### config.mk
export PLATFORM = sky130hd
export DESIGN_NAME = av_sync_counter_n
export DESIGN_NICKNAME = d
export VERILOG_FILES = /design/src/rtl/av_cell_pkg.sv /design/src/rtl/av_c43_slice.sv /design/src/rtl/av_sync_counter_n.sv
export SDC_FILE = /design/constraint.sdc
export NUM_CORES = 1
export LEC_CHECK = 0
export BUFFER_PORTS_ARGS = -buffer_cell sky130_fd_sc_hd__buf_2
export CORE_MARGIN = 5
export CORE_UTILIZATION = 53
export CTS_BUF_LIST = sky130_fd_sc_hd__clkbuf_8 sky130_fd_sc_hd__clkbuf_16
export CTS_CLUSTER_SIZE = 10
export DETAILED_ROUTE_END_ITERATION = 8
export HOLD_SLACK_MARGIN = 0.1
export MAX_ROUTING_LAYER = met4
export PLACE_DENSITY = 0.87
export SLEW_MARGIN = 10
export SYNTH_ARGS = -nofsm -noshare
export SYNTH_HDL_FRONTEND = slang
export SYNTH_SLANG_ARGS = --single-unit
### constraint.sdc
create_clock -name CK -period 2.3 [get_ports CK]
set_input_delay 0.345 -clock CK [delete_from_list [all_inputs] [get_ports CK]]
set_output_delay 0.345 -clock CK [all_outputs]
set_load 0.02 [all_outputs]
### src/rtl/av_cell_pkg.sv
`timescale 1ns/1ps
// av_cell_pkg: cell-library timing constants and the terminal-count helper shared by the av_* counters.
// The timing constants are only applied when AV_CELL_DLY_EN is defined.
package av_cell_pkg;

  localparam real T_CK_Q   = 8.37;
  localparam real T_CL_Q   = 5.54;
  localparam real T_CI_CO  = 4.07;
  localparam int  TC_MAX_W = 64;

  // Up: at the terminal value. Down: at zero.
  function automatic logic is_tc(input logic [TC_MAX_W-1:0] q,
                                 input logic [TC_MAX_W-1:0] tc,
                                 input logic                ud);
    return ud ? (q == tc) : (q == '0);
  endfunction

endpackage

### src/rtl/av_c43_slice.sv
`timescale 1ns/1ps
// av_c43_slice: 4-bit up/down counter cell with async clear, sync load and CI->CO cascade.
// Build option AV_CELL_DLY_EN adds the cell library's worst-case output delays.
module av_c43_slice
  import av_cell_pkg::*;
#(
  parameter logic [3:0] RST_VAL = 4'h0
) (
  input  logic       CK,
  input  logic       CLn,
  input  logic       Ln,
  input  logic       CI,
  input  logic       EN,
  input  logic       UD,
  input  logic [3:0] D,
  output logic [3:0] Q,
  output logic       CO
);

  logic [3:0] q_q, q_d;

  always_comb begin
    q_d = q_q;
    if (!Ln) begin
      q_d = D;
    end else if (CI && EN) begin
      q_d = UD ? q_q + 4'd1 : q_q - 4'd1;
    end
  end

`ifdef AV_CELL_DLY_EN
  always_ff @(posedge CK or negedge CLn) begin
    if (!CLn) q_q <= #(T_CL_Q) RST_VAL;
    else      q_q <= #(T_CK_Q) q_d;
  end

  assign #(T_CI_CO) CO = CI & (UD ? (q_q == 4'hF) : (q_q == 4'h0));
`else
  always_ff @(posedge CK or negedge CLn) begin
    if (!CLn) q_q <= RST_VAL;
    else      q_q <= q_d;
  end

  assign CO = CI & (UD ? (q_q == 4'hF) : (q_q == 4'h0));
`endif

  assign Q = q_q;

endmodule

### src/rtl/av_sync_counter_n.sv
`timescale 1ns/1ps
// av_sync_counter_n: W-bit up/down modulo counter built from cascaded av_c43_slice cells.
// Build option AV_CELL_DLY_EN adds the cell library's worst-case output delays.
module av_sync_counter_n
  import av_cell_pkg::*;
#(
  parameter int           W       = 16,
  parameter logic [W-1:0] TC_VAL  = {W{1'b1}},
  parameter logic [W-1:0] RST_VAL = '0
) (
  input  logic         CK,
  input  logic         CLn,
  input  logic         Ln,
  input  logic         CI,
  input  logic         EN,
  input  logic         UD,
  input  logic [W-1:0] D,
  output logic [W-1:0] Q,
  output logic         CO
);

  localparam int N          = W / 4;
  localparam bit FULL_RANGE = (TC_VAL == {W{1'b1}});

  if ((W % 4) != 0 || W < 4 || W > TC_MAX_W) begin : g_bad_width
    $error("av_sync_counter_n: W=%0d must be a multiple of 4 in 4..%0d", W, TC_MAX_W);
  end

  logic [N:0]   carry;
  logic         at_tc;
  logic         wrap;
  logic         slice_ln;
  logic         co_dec;
  logic [W-1:0] slice_d;

  assign at_tc = is_tc(TC_MAX_W'(Q), TC_MAX_W'(TC_VAL), UD);

  // The modulo wrap rides on the slices' load path: a count step taken at the
  // terminal value reloads 0 (up) or TC_VAL (down) instead of counting.
  assign wrap     = Ln & CI & EN & at_tc;
  assign slice_ln = Ln & ~wrap;
  assign slice_d  = !Ln ? D : (UD ? '0 : TC_VAL);
  assign carry[0] = CI;

  for (genvar k = 0; k < N; k++) begin : g_slice
    av_c43_slice #(
      .RST_VAL(RST_VAL[4*k +: 4])
    ) u_slice (
      .CK (CK),
      .CLn(CLn),
      .Ln (slice_ln),
      .CI (carry[k]),
      .EN (EN),
      .UD (UD),
      .D  (slice_d[4*k +: 4]),
      .Q  (Q[4*k +: 4]),
      .CO (carry[k+1])
    );
  end

`ifdef AV_CELL_DLY_EN
  assign #(T_CI_CO * N) co_dec = CI & at_tc;
`else
  assign co_dec = CI & at_tc;
`endif

  // With a full-range terminal value the slice carry chain already is the CO
  // equation, so the cascade ripple path is kept; otherwise Q is decoded.
  assign CO = FULL_RANGE ? carry[N] : co_dec;

endmodule

; Yosys cells after proc, flatten, opt, wreduce, memory -nomap -nowiden
; Cells that the tools add are included.
[totals]
regBits = 16
inputBits = 22
out_inout_bits = 17
wordCells = 58
[classes]
add_sub_neg = 8
eq_ne = 9
mux = 19
bitwise = 9
n_reduce_logical = 9
[ops]
columns = op, count
row1 = $mux W4, 12
row2 = $mux W16, 2
row3 = $add A4 B1 Y4 const B, 4
row4 = $eq A16 B16 Y1 const B, 1
row5 = $eq A4 B4 Y1 const B, 4
row6 = $logic_not A16 Y1, 1
row7 = $logic_not A4 Y1, 4
row8 = $sub A4 B1 Y4 const B, 4
row9 = $and A1 B1 Y1, 8
row10 = $ne A2 B1 Y1 const B, 3
row11 = $mux W1, 5
row12 = $logic_and A1 B1 Y1, 4
row13 = $ne A2 B2 Y1 const B, 1
row14 = $not A1 Y1, 1

; Logic depth before layout (Yosys ltp)
; Gate-level depths: netlist of run 1.
[depth]
word_depth = 8
ltp_mapped = 7
depth_no_buf = 7

; By module
; Synthesis of run 1 repeated with hierarchy kept, for this count alone.
[unflattened]
hier_cells = 198
area_unflattened_um2 = 1586.5
[by_module_without_submodules]
columns = mod, n_inst, cells_each, area_each_um2, seq_area_each_um2
row1 = av_c43_slice, 4, 37, 336.6, 100.1
row2 = av_sync_counter_n, 1, 50, 240.2, 0.0

; Least setup slack after synthesis of run 1
; OpenSTA, ideal clock, no wires.
[synth_path]
kind = register -> output
start = register g_slice[0].u_slice.q_q[0]
end = output port CO
t_arrival_ns = 1.751
t_required_ns = 1.955
setup_slack_ns = 0.204
stages_incl_launch_ff = 4
path_cell_list = dfrtp_1 nand4_1 or3_1 a221oi_1
[synth_via]
elab_chain_len = 6
[synth_lines]
columns = item, line_no
row1 = start: declaration, av_c43_slice.sv:20  ; logic [3:0] q_q, q_d;
row2 = start signal: assignment, av_c43_slice.sv:41  ; else q_q <= q_d;
row3 = $eq A4 B4 Y1 / $logic_not A4 Y1 (equally long branches), av_c43_slice.sv:44  ; assign CO = CI & (UD ? (q_q == 4'hF) : (q_q == 4'h0));
row4 = $mux W1 *, av_c43_slice.sv:44
row5 = $and A1 B1 Y1 * (4 in series), av_c43_slice.sv:44
row6 = end: declaration, av_sync_counter_n.sv:19  ; output logic CO
; Mark *: on every way between the ends. The rest lies on a longest branch, timed or not.

; Worst setup path after layout of run 1
[layout_path]
start = register g_slice[0].u_slice.q_q[3]
end = output port CO
; The elaborated chain is that of the path after synthesis.

==> results.txt, run 1 <==
I/O pin count: 39
worst setup path start: g_slice[0].u_slice.Q[3]
Area Overhead vs Synth: 21.6%
total area of multi-input combinational cells: 1040 um^2
end of the critical path: CO
synthesized cell area: 1480 um^2
Post-Synthesis Net Count: 183
share of the clock period used by the worst path after layout: 96.4%
core footprint: 2710 um^2
Setup Viol. Count Final: 0
largest voltage drop on the vdd net: 0.436 mV
Max stage delay cell, worst path: dfrtp_1
synthesized netlist cell count: 149
final worst path period need: 2.22 ns
Slew @ Worst Pin: 0.411 ns
Cell Pwr Density: 551 nW/um^2
pre-CTS setup slack: 0.137 ns
mean number of vias per cell: 6.56
count of flip-flops with a built-in enable after synthesis: 0
result of the run: finished, final reports clean
gate family responsible for the most delay along the worst path: simple AND/OR/NAND/NOR gates
Buf/Inv on CP: 1
number of H-tree levels: 1
flip-flop count of the largest register after layout: 16
stage delay of the slowest cell on the critical path: 0.44 ns
area share of the largest cell type after synthesis: 27.0%
Post-DP HPWL: 3.19 mm
Setup crit start kind: register
router iterations before antenna repair: 4
antenna violations before repair: 0
data required time of the worst path: 1.96 ns
area of the die: 3960 um^2
Worst Setup Path Type: register to output pin
area used by sequential logic in the layout: 407 um^2
Die Width: 62.9 um
most numerous cell in the Yosys netlist: a21oi_1
final weighted congestion in routability-driven placement: 0.906
largest net degree at the start of global routing: 17
clock-pin slew on the worst setup and hold paths: 0.07 ns
number of buffers created by CTS: 3
wire length of the first global-routing pass: 7.11 mm
initial core utilization: 54.7%
post-synthesis area per instance: 9.95 um^2
vias in the first global route: 1483
detailed-route wire length: 4.20 mm
row count: 19
master cell of the clock root buffer: clkbuf_8
post-detailed-route DRC marker count: 0
cell depth of the worst hold path: 2
cell types with the highest counts after synthesis: a21oi_1, dfrtp_1, ha_1
path category of the worst min-delay check: primary input to register
ant diodes: 0
Worst Clk Skew: 0.000306 ns
Critical Path Sink Type: output pin
crit-path cells: nand4_1, or3_1, a221oi_2, buf_4
# Max-Cap Violations: 0
highest net fanout along the worst path: 6
FILL cells: 226
Final Hold Violating Endpoints: 0
drt initial violations: 55
Max-slew headroom: 72.6%
number of antenna-violating nets in the routed design: 0
Total GRT Usage: 22.6%
most instantiated flip-flop cell in the synthesis netlist: dfrtp_1
cell count along the critical path: 4
height of the die: 62.9 um
Vias: 1462
layout cell share with drive strength beyond 1: 39.6%
Max Clock Freq: 0.451 GHz
number of flip-flops and latches in the synthesized netlist: 16
final count of pins violating max slew: 0
average wire length per cell after detail routing: 18.8 um
Register-to-Register Path Depth: 6
total congestion overflow after global routing: 0
Yosys warnings: 0
top cells by area in the synthesized netlist: dfrtp_1, a21oi_1, ha_1
Register-to-Register Setup Slack: 0.26 ns
clock tree from TritonCTS: done
async set-or-reset flop fraction in the synthesized netlist: 100%
count of unique library cells instantiated by Yosys: 58
Setup Total Neg Slack: 0 ns
Worst R2R End: g_slice[2].u_slice.Q[3]
sink count of the clock tree: 16
Clock Latency Late Sink: 0.25 ns
post-synth top area cell: dfrtp_1
sequential fraction of the synthesis area: 27.0%
crit path setup slack, layout: 0.0831 ns
worst reg2reg path startpoint: g_slice[3].u_slice.Q[1]
worst-case clock buffer depth: 2
arrival time of data at the critical path endpoint: 1.87 ns
Static Leakage: 0.000769 uW
overall power consumption: 993 uW
net count reported at finish: 227
number of buffers inserted by port buffering: 38
==> per-stage QoR <==
step / instances / utilization (%) / instance area, um^2 / hold WS, ns
finish: 223 / 66.5 / 1800 / 0.297
detailed placement: 217 / 63.1 / 1710 / 0.293
CTS: 222 / 65.7 / 1780 / 0.299
global placement: 217 / 63.1 / 1710 / 0.283
floorplan: 149 / - / 1480 / 0.0494
global route: 223 / 66.5 / 1800 / 0.315
==> final cells by class <==
type,instances,share of cell area [%]
Clock buffer,4,3.05
Multi-Input combinational cell,123,57.9
Timing Repair Buffer,44,13.3
Tap cell,31,2.15
Sequential cell,16,22.6
Inverter,5,1.04
==> worst min-delay path by stage <==
stage,slack (ns),end,from
2_1_floorplan,0.05,g_slice[0].u_slice.Q[0],CLn
4_1_cts,0.30,g_slice[1].u_slice.Q[2],D[6]
5_1_grt,0.32,g_slice[1].u_slice.Q[2],D[6]
3_5_place_dp,0.29,g_slice[0].u_slice.Q[2],CLn
3_3_place_gp,0.28,g_slice[0].u_slice.Q[0],CLn
6_report,0.30,g_slice[1].u_slice.Q[2],D[6]
==> cells by family after synthesis <==
kind of cell,share of synthesized area [%]
compound gates,28.5
xor+xnor,5.91
fa+ha+maj,12.2
buf+inv,3.37
flops,27.0
mux,2.03
simple gates,21.0
==> routing by layer <==
layer  GRT usage, %  part of all wire [%]  wire length [um]
met2           35.6                    51              2150
met1           28.4                    41              1710
met4           8.22                   1.1                48
met5              -                     0                 0
met3           4.68                   7.0               293
==> where the power goes <==
part           switching, uW  internal [uW]  leakage (uW)  total [uW]
sequential              70.1            316      0.000184         387
clock                    104            152     0.0000288         256
combinational            189            162      0.000557         351
total                    363            631      0.000769         993
==> placed cells by master (no fill, tap or decap), types with 2 or more instances in the layout <==
master     instances
a211o_2            3
a21o_1             4
a21oi_1           20
a2bb2oi_1          3
a311oi_1           2
and4_1             2
buf_2             37
buf_4              6
clkbuf_8           4
dfrtp_1           11
dfrtp_2            5
fa_1               4
ha_1               8
inv_1              4
mux2i_1            3
nand2_1            2
nand3_1            2
nand3_2            3
nand4_1            3
nor2_1             6
nor3_1             6
nor4_1             2
nor4_4             2
o211ai_1           3
o2bb2ai_1          2
or3_1              2
or3_2              2
xnor2_1            7
xor2_1             3
==> what timing repair did <==
action / in CTS / in global routing
pin swaps: 0 / 4
gates resized for setup: 1 / 7
gates cloned: 0 / 0
hold endpoints to repair: 16 / 0
hold buffers: 1 / 0
endpoints found under the setup margin: 1 / 1
buffers inserted: 0 / 1
Power figures use the tool's default switching activity.
==> run 2, diff against run 1 <==
Settings changed: REMOVE_ABC_BUFFERS set to 1.
==> results.txt, run 2 (synthesized netlist as in run 1, its figures left out) <==
result of the run: finished, final reports clean
number of buffers created by CTS: 3 (unchanged)
worst-case clock buffer depth: 2 (unchanged)
Setup Viol. Count Final: 0 (unchanged)
share of the clock period used by the worst path after layout: 99.9% (+3.5 points)
Max-slew headroom: 72.2% (-0.41 points)
Placed Area: 1730 um^2 (+1.3%)
largest net degree at the start of global routing: 17 (unchanged)
overall power consumption: 1010 uW (+1.3%)
fin area: 1840 um^2 (+1.8%)
most common library cell in the layout ignoring fill and taps: buf_2
final count of pins violating max slew: 0 (unchanged)
Vias: 1433 (-2.0%)
total congestion overflow after global routing: 0 (unchanged)
Area Overhead vs Synth: 23.8%
area of the die: 3960 um^2 (unchanged)
crit path setup slack, layout: 0.00273 ns (-0.0804 ns)
top library cells by usage in the layout, fill and taps aside: buf_2, a21oi_1, buf_4
router iterations before antenna repair: 4 (unchanged)
antenna violations before repair: 0 (unchanged)
Finished Layout Cells: 229 (+2.7%)
sink count of the clock tree: 16 (unchanged)
RSZ-0062 raised after global routing: no
cell depth of the worst hold path: 2 (unchanged)
clock tree from TritonCTS: done
Setup crit start kind: register
clock-pin slew on the worst setup and hold paths: 0.07 ns (about the same)
vias in the first global route: 1516 (+2.2%)
Die Width: 62.9 um (unchanged)
master cell of the clock root buffer: clkbuf_8
detailed-route wire length: 4.21 mm (+0.31%)
post-detailed-route DRC marker count: 0 (unchanged)
data required time of the worst path: 1.96 ns (about the same)
Clock Latency Late Sink: 0.26 ns (about the same)
Cell Pwr Density: 548 nW/um^2 (-0.46%)
Final Hold Violating Endpoints: 0 (unchanged)
cell count along the critical path: 4 (unchanged)
Worst Setup Path Type: register to output pin
Buf/Inv on CP: 1 (unchanged)
core footprint: 2710 um^2 (unchanged)
arrival time of data at the critical path endpoint: 1.95 ns (+0.08 ns)
Static Leakage: 0.000797 uW (+3.6%)
mean number of vias per cell: 6.26 (-4.6%)
number of H-tree levels: 1 (unchanged)
wire length of the first global-routing pass: 7.32 mm (+3.0%)
# Max-Cap Violations: 0 (unchanged)
number of buffers inserted by port buffering: 38 (unchanged)
Max stage delay cell, worst path: dfrtp_1
stage delay of the slowest cell on the critical path: 0.46 ns (+0.02 ns)
number of antenna-violating nets in the routed design: 0 (unchanged)
highest net fanout along the worst path: 6 (unchanged)
crit-path cells: nand4_1, or3_1, a221oi_1, buf_2
Register-to-Register Path Depth: 7 (+1)
gate family responsible for the most delay along the worst path: simple AND/OR/NAND/NOR gates
ant diodes: 0 (unchanged)
Post-DP HPWL: 3.12 mm (-2.2%)
drt initial violations: 64 (+16%)
final weighted congestion in routability-driven placement: 1.01 (+11%)
Critical Path Sink Type: output pin
height of the die: 62.9 um (unchanged)
Worst Clk Skew: 0.000685 ns (+0.000379 ns)
layout cell share with drive strength beyond 1: 40.9% (+1.3 points)
I/O pin count: 39 (unchanged)
row count: 19 (unchanged)
flip-flop count of the largest register after layout: 16 (unchanged)
initial core utilization: 54.7% (unchanged)
average wire length per cell after detail routing: 18.4 um (-2.3%)
Setup Total Neg Slack: 0 ns (unchanged)
final worst path period need: 2.30 ns (+0.0804 ns)
Total GRT Usage: 23.4% (+0.77 points)
Slew @ Worst Pin: 0.405 ns (-0.00549 ns)
net count reported at finish: 233 (+2.6%)
largest voltage drop on the vdd net: 0.516 mV (+18%)
cell count after placement: 220 (+1.4%)
Max Clock Freq: 0.435 GHz (-3.5%)
pre-CTS setup slack: 0.171 ns (+0.0341 ns)
path category of the worst min-delay check: primary input to register
[run 2: layer usage]
layer / part of all wire [%] / GRT usage (%) / wire, um / vias up
li1: - / - / - / 683
met1: 46 / 28.6 / 1920 / 703
met2: 48 / 37.9 / 2040 / 42
met3: 4.5 / 3.24 / 188 / 5
met4: 1.5 / 10.3 / 65 / 0
met5: 0 / - / 0 / -
[run 2: worst reg2reg max path: cells and delay by family, from the launching register on]
kind | cells | cell delay (ns)
DFF | 1 | 0.47
buffers and inverters | 2 | 0.24
AOI/OAI and AO/OA | 3 | 0.63
and+or+nand+nor | 2 | 0.68
[run 2: path summary, 6_finish.rpt]
path	startpoint	to	slack, ns
max reg2reg	g_slice[0].u_slice.Q[0]	g_slice[3].u_slice.Q[0]	0.17
max	g_slice[0].u_slice.Q[3]	CO	0.003
max in group asynchronous	CLn	g_slice[0].u_slice.Q[2]	1.46
min in group asynchronous	CLn	g_slice[0].u_slice.Q[0]	0.54
min	D[6]	g_slice[1].u_slice.Q[2]	0.29
min reg2reg	g_slice[2].u_slice.Q[3]	g_slice[2].u_slice.Q[3]	0.62
[run 2: timing repair]
item                                    CTS  global route
buffers inserted                          0             4
gates resized for setup                   3             3
pin swaps                                 0             2
hold buffers                              1             0
endpoints found under the setup margin    1             1
hold endpoints to repair                 16             0
[run 2: cell type report]
cell class                      instances  area (um^2)
Clock buffer                            4         55.1
Fill cell                             222          875
Inverter                                5         18.8
Multi-Input combinational cell        123         1030
Sequential cell                        16          408
Tap cell                               31         38.8
Timing Repair Buffer                   50          283
[run 2: report_power, final]
| part | internal (uW) | total [uW] | leakage, uW | switching (uW) |
|---|---|---|---|---|
| logic | 168 | 356 | 0.000586 | 189 |
| registers | 317 | 386 | 0.000182 | 68.9 |
| clock network | 153 | 265 | 0.0000288 | 112 |
[run 2: metrics by stage]
step | util, % | hold WS (ns)
2_1_floorplan | - | 0.0494
3_3_place_gp | 63.9 | 0.287
3_5_place_dp | 63.9 | 0.287
4_1_cts | 66.5 | 0.283
5_1_grt | 67.7 | 0.292
6_report | 67.7 | 0.286
